File: config.mk
export PLATFORM = sky130hd
export DESIGN_NAME = wb_stage_regfile
export DESIGN_NICKNAME = d
export VERILOG_FILES = /design/src/rtl/mips_pkg.sv /design/src/rtl/wb_mux.sv /design/src/rtl/wb_stage_regfile.sv
export SDC_FILE = /design/constraint.sdc
export NUM_CORES = 2
export LEC_CHECK = 0
export BUFFER_PORTS_ARGS = -buffer_cell sky130_fd_sc_hd__buf_2
export CORE_ASPECT_RATIO = 1.75
export CORE_MARGIN = 2
export CORE_UTILIZATION = 34
export DETAILED_ROUTE_END_ITERATION = 6
export GPL_ROUTABILITY_DRIVEN = 0
export SLEW_MARGIN = 5
export SYNTH_ARGS = -nofsm -noshare
export SYNTH_HDL_FRONTEND = slang
export SYNTH_HIERARCHICAL = 1
export SYNTH_SLANG_ARGS = --single-unit
File: constraint.sdc
create_clock -name clk -period 1.7 [get_ports clk]
set_input_delay 0 -clock clk [delete_from_list [all_inputs] [get_ports clk]]
set_output_delay 0 -clock clk [all_outputs]
set_load 0.03 [all_outputs]
File: src/rtl/mips_pkg.sv
// Shared widths for the MIPS pipeline: datapath, register addressing, write counter.
package mips_pkg;

    localparam int unsigned DATA_W     = 32;
    localparam int unsigned REG_ADDR_W = 5;
    localparam int unsigned NUM_REGS   = 32;
    localparam int unsigned WRCNT_W    = 16;

    typedef logic [DATA_W-1:0]     data_t;
    typedef logic [REG_ADDR_W-1:0] reg_addr_t;
    typedef logic [WRCNT_W-1:0]    wrcnt_t;

endpackage

File: src/rtl/wb_mux.sv
// Write-back source select: load data when mem_r_en is set, otherwise the ALU result.
module wb_mux
    import mips_pkg::*;
(
    input  logic  mem_r_en,
    input  data_t alu_result,
    input  data_t mem_read_value,
    output data_t wb_value
);

    always_comb begin
        wb_value = mem_r_en ? mem_read_value : alu_result;
    end

endmodule

File: src/rtl/wb_stage_regfile.sv
// Write-back stage plus 32x32 register file with a committed-write counter.
// Define WB_BYPASS_EN to make reads of the register being written return WB_value.
module wb_stage_regfile
    import mips_pkg::*;
(
    input  logic      clk,
    input  logic      rst,
    input  logic      WB_en,
    input  logic      MEM_R_EN,
    input  data_t     ALU_result,
    input  data_t     Mem_read_value,
    input  reg_addr_t Dest,
    input  reg_addr_t src1,
    input  reg_addr_t src2,
    output data_t     reg1,
    output data_t     reg2,
    output data_t     WB_value,
    output reg_addr_t WB_Dest,
    output logic      WB_WB_en,
    output wrcnt_t    wr_count
);

    data_t  regs [NUM_REGS];
    wrcnt_t wr_count_q;

    wb_mux u_wb_mux (
        .mem_r_en       (MEM_R_EN),
        .alu_result     (ALU_result),
        .mem_read_value (Mem_read_value),
        .wb_value       (WB_value)
    );

    // Qualifying on Dest != 0 keeps register 0 unwritten and uncounted.
    always_comb begin
        WB_Dest  = Dest;
        WB_WB_en = WB_en && (Dest != '0);
        wr_count = wr_count_q;
    end

    always_ff @(posedge clk) begin
        if (rst) begin
            for (int i = 0; i < NUM_REGS; i++) begin
                regs[i] <= '0;
            end
            wr_count_q <= '0;
        end else if (WB_WB_en) begin
            regs[Dest] <= WB_value;
            wr_count_q <= wr_count_q + 1'b1;
        end
    end

    always_comb begin
        reg1 = (src1 == '0) ? '0 : regs[src1];
        reg2 = (src2 == '0) ? '0 : regs[src2];
`ifdef WB_BYPASS_EN
        // WB_WB_en already excludes Dest 0, so address 0 is never bypassed.
        if (WB_WB_en && (src1 == Dest)) reg1 = WB_value;
        if (WB_WB_en && (src2 == Dest)) reg2 = WB_value;
`endif
    end

endmodule
* After elaboration in Yosys (flattened, before gate mapping)
Memory sizes are Yosys's and may differ from the RTL's.
Index checks and enable logic that the tools add are counted.
** Operators by class
- Add/subtract/negate cells :: 1
- Mux-type cells :: 11
- Reduce and logical (&&, ||, !) cells :: 5
** Operators by type and width (count)
- $mux 32 :: 4
- $reduce_or 32->1 :: 1
- $add 16x1->16 const B :: 1
- $logic_not 5->1 :: 2
- $mux 1 :: 6
- $mux 5 :: 1
- $reduce_bool 5->1 :: 1
- $logic_and 1x1->1 :: 1
** Word-level totals
- Word-level logic and storage cells :: 19
- Register bits :: 16
- Memories kept :: 1
- Bits in writable memories :: 1024
- Output and inout port bits :: 118
- Input bits :: 83
** Memory list
- regs :: words 32, width 32, rd ports 2, clocked after memory_dff 0, wr ports 32, RTL line wb_stage_regfile.sv:23 : data_t regs [NUM_REGS];

* Longest topological paths before layout
- Depth after elaboration :: 7
- Gate-level depth with buffers :: 7
- Mapped depth without buffers :: 4

* Cells and area by module
The synthesis kept the hierarchy.
** Modules (own cells, without submodules)
- wb_stage_regfile :: times used 1, cells an instance 3708, area an instance 55560.8 µm², seq. area each 31069.8 µm²
- wb_mux :: times used 1, cells an instance 36, area an instance 544.3 µm², seq. area each 0.0 µm²

* Least setup slack after synthesis
Ideal clock, no wire load.
- Path type :: input to output
- Start :: in src1[0]
- End :: out reg1[11]
- Data arrival time :: 1.801 ns
- Path buffers :: 4
- Setup slack :: -0.101 ns
- Data required time :: 1.700 ns
- Stages :: 7
- Path through :: buf_4 -> inv_2 -> buf_4 -> buf_4 -> clkbuf_1 -> o2111ai_1 -> a311oi_1
** On the way
- Longest elaborated chain between the ends :: 2
- Elaborated cells on any way between the ends :: 3
- Those cells by class :: 1 x mux; 1 x reduce/logical; 1 x memory
** Ends and longest elaborated chain
- start, declared :: RTL line wb_stage_regfile.sv:13 : input reg_addr_t src1,
- $mem_v2 32x32 or $logic_not 5->1 (tied branches)
- $mux 32 (*) :: RTL line wb_stage_regfile.sv:53 : reg1 = (src1 == '0) ? '0 : regs[src1];
- end, declared :: RTL line wb_stage_regfile.sv:15 : output data_t reg1,
Mark *: on every way between the ends. The rest lies on a longest branch, timed or not.

==> results.yml <==
finish:
  drive_gt1_share_pct: 41.1
  final_cell_mix: "edfxtp_1 (1024), and2_1 (995), mux4_2 (448)"
  post-route-util_pct: 42.9
  nNetsFinal: 4345
  fillers: 14600
  finalInstanceArea_um2: 70500
  final_common_cell: "edfxtp_1"
  synthToLayoutAreaGrowth_pct: 25.6
routing:
  drt_iter0_markers: 4434
  viasPerCell: 5.81
  vias: 38000
  wl_per_cell_um: 32.9
  ant_nets: 0
  routed_wl_um: 216000
  drc: 0
  drtPass1Iterations: 7
place:
  pre_cts_ws_ns: -0.479
  placed_area_um2: 64600
  hpwl_um: 148000
  portBuffers: 200
timing:
  layout_min_cycle_time_ns: 2.51
  timing.setup.tns_ns: -42.72
  fmax_mhz: 398
  hold_ws_ns: -0.0278
  finalMaxSlewViolations: 0
  finClkSkew_ns: 0.00264
  min_period_over_period_pct: 148
  worst_pin_slew_ns: 1.11
  hold_violations: 45
  grt_setup_unrepaired: "true"
  setup_viol: 72
  slew_headroom_pct: 26.3
  fin_ws_ns: -0.814
clocking:
  cts_tree: "done"
  path_clk_slew_ns: 0.07
  cts_sinks: 1040
  clockBufferDepth: 3
  root_buffer: "clkbuf_16"
  clk-insertion-delay-late_ns: 0.73
  cts_buffers: 101
  htree_levels: 3
logic_synthesis:
  synth_edf_count: 1024
  synth_top_family_by_area: "multiplexers"
  yosys_most_used_dff: "edfxtp_1"
  syn-cell-area_um2: 56100
  syn_area_per_cell_um2: 15.0
  synthAdderAreaFrac_pct: 0.0223
  yosysSeqAreaShare_pct: 55.4
  synthMuxAreaShare_pct: 22.4
  synth_seq_cells: 1040
  synth_cell_type_count: 55
  ys_async_sr_fraction_pct: 0
  yosysWarnings: 6
  synth_compound_area_share_pct: 4.98
  synthSimpleGateAreaFrac_pct: 13.3
  synth_xor_area_share_pct: 0.0624
  netlist_instances: 3744
power:
  power_density_nw_per_um2: 931
  seq_power_share_pct: 46.2
  swShare_pct: 26.7
  p_leak_nw: 24.9
  cell_internal_pwr_w: 0.0481
  p_sw_w: 0.0175
  ir_drop_mv: 0.845
  clkPwrFrac_pct: 37.1
  combPwrFrac_pct: 16.7
floorplanning:
  die-width_um: 311
  die_area_um2: 168000
  fp.coreArea_um2: 164000
  io_pins: 201
  rows: 197
  initial_core_util_pct: 34.2
  fp.dieH_um: 541
setup_path:
  crit_path_max_fanout: 2
  critPathRequiredTime_ns: 1.70
  cp-start-kind: "flip-flop"
  worstSetupPathType: "flip-flop to output pin"
  r2r_setup_slack_ns: 0.13
  arrival_ns: 2.51
  endpoint_kind: "output pin"
grt:
  grt_usage_pct: 25.4
  grt_pass1_vias: 39800
  grt_remaining_overflow: 0
  antenna_found_initial: 19
  grt_max_degree: 64
  grt_pass1_wl_um: 300000
job:
  maxCapViolCount: 0
outcome:
  failed_checks: "hold timing, setup timing"
  run_status: "complete, but fails checks"
min_path:
  hold_path.class: "input port to flip-flop"
per-stage QoR:
stage / total power, W / std cells
floorplan: 0.0361 / 3775
global placement: 0.0405 / 6304
detailed placement: 0.0407 / 6304
CTS: 0.0656 / 6540
global route: 0.0670 / 6536
finish: 0.0656 / 6547
cell usage after synthesis, types with 34 or more instances:
master,instances,area share [%]
and2_1,994,11
nor2_1,40,0.27
edfxtp_1,1024,55
clkbuf_1,249,1.7
a22oi_1,64,0.86
buf_6,34,0.68
buf_4,54,0.72
o21ai_1,97,0.87
nor2b_1,66,0.74
nand2_1,45,0.30
buf_2,66,0.59
a211oi_1,64,0.86
a311oi_1,64,1.0
mux4_2,448,18
mux2_2,66,1.3
mux2i_1,129,2.3
a221oi_1,44,0.69
critical path, stage by stage, from the launching register on:
cell and delay, ns:
edfxtp_1 0.41, mux4_2 0.46, mux2_4 0.27, o21ai_2 0.14, buf_6 0.12, a311oi_2 0.03
buf_4 0.21, buf_6 0.14
path summary, 6_finish.rpt:
kind | start | endpoint | depth (start not counted)
setup / recovery | regs[0][10] | reg2[10] | 7
hold reg to reg | wr_count[15] | wr_count[15] | 2
setup reg to reg | wr_count[4] | wr_count[15] | 5
hold / removal | Mem_read_value[18] | regs[30][18] | 3
power by group through the flow:
stage | sequential [W] | clock (W) | combinational, W
2_1_floorplan | 0.0305 | 0 | 0.00564
3_3_place_gp | 0.0307 | 0 | 0.00984
3_5_place_dp | 0.0308 | 0 | 0.00990
4_1_cts | 0.0303 | 0.0245 | 0.0108
5_1_grt | 0.0304 | 0.0253 | 0.0113
6_report | 0.0303 | 0.0243 | 0.0110
layout make-up:
cell class	instances	area, µm²	area share (%)
clock buffer	110	2580	3.67
multi-input combinational	2321	25200	35.8
clock inverter	76	921	1.31
tap	2189	2740	3.89
inverter	5	22.5	0.0320
antenna	14	35.0	0.0497
timing repair buffer	792	7880	11.2
sequential	1040	31100	44.1
registers in the layout, indices dropped and copies added, names as in the netlist:
name	count
regs	1024
wr_count	16
repair_timing:
item / CTS / global route
endpoints found under the hold margin: 554 / 10
hold buffers: 60 / 4
resized for setup: 343 / 61
endpoints found under the setup margin: 64 / 454
setup buffers: 2 / 5
pin swaps: 94 / 31
kinds of logic after synthesis:
group / count (synthesis)
buf+inv: 414
flops: 1040
xor+xnor: 4
simple gates: 1219
mux: 673
compound gates: 392
fa+ha+maj: 1
other cells: 1
layer usage:
metal	wire, µm	global-route usage (%)	part of all wire (%)	up-vias
met5	16	0	0.0074	-
met1	69800	26.8	32	19700
met3	16100	3.75	7.5	705
li1	-	-	-	15500
met2	112000	45.4	52	2197
met4	18200	19.6	8.4	2
(Power assumes the default switching activity.)
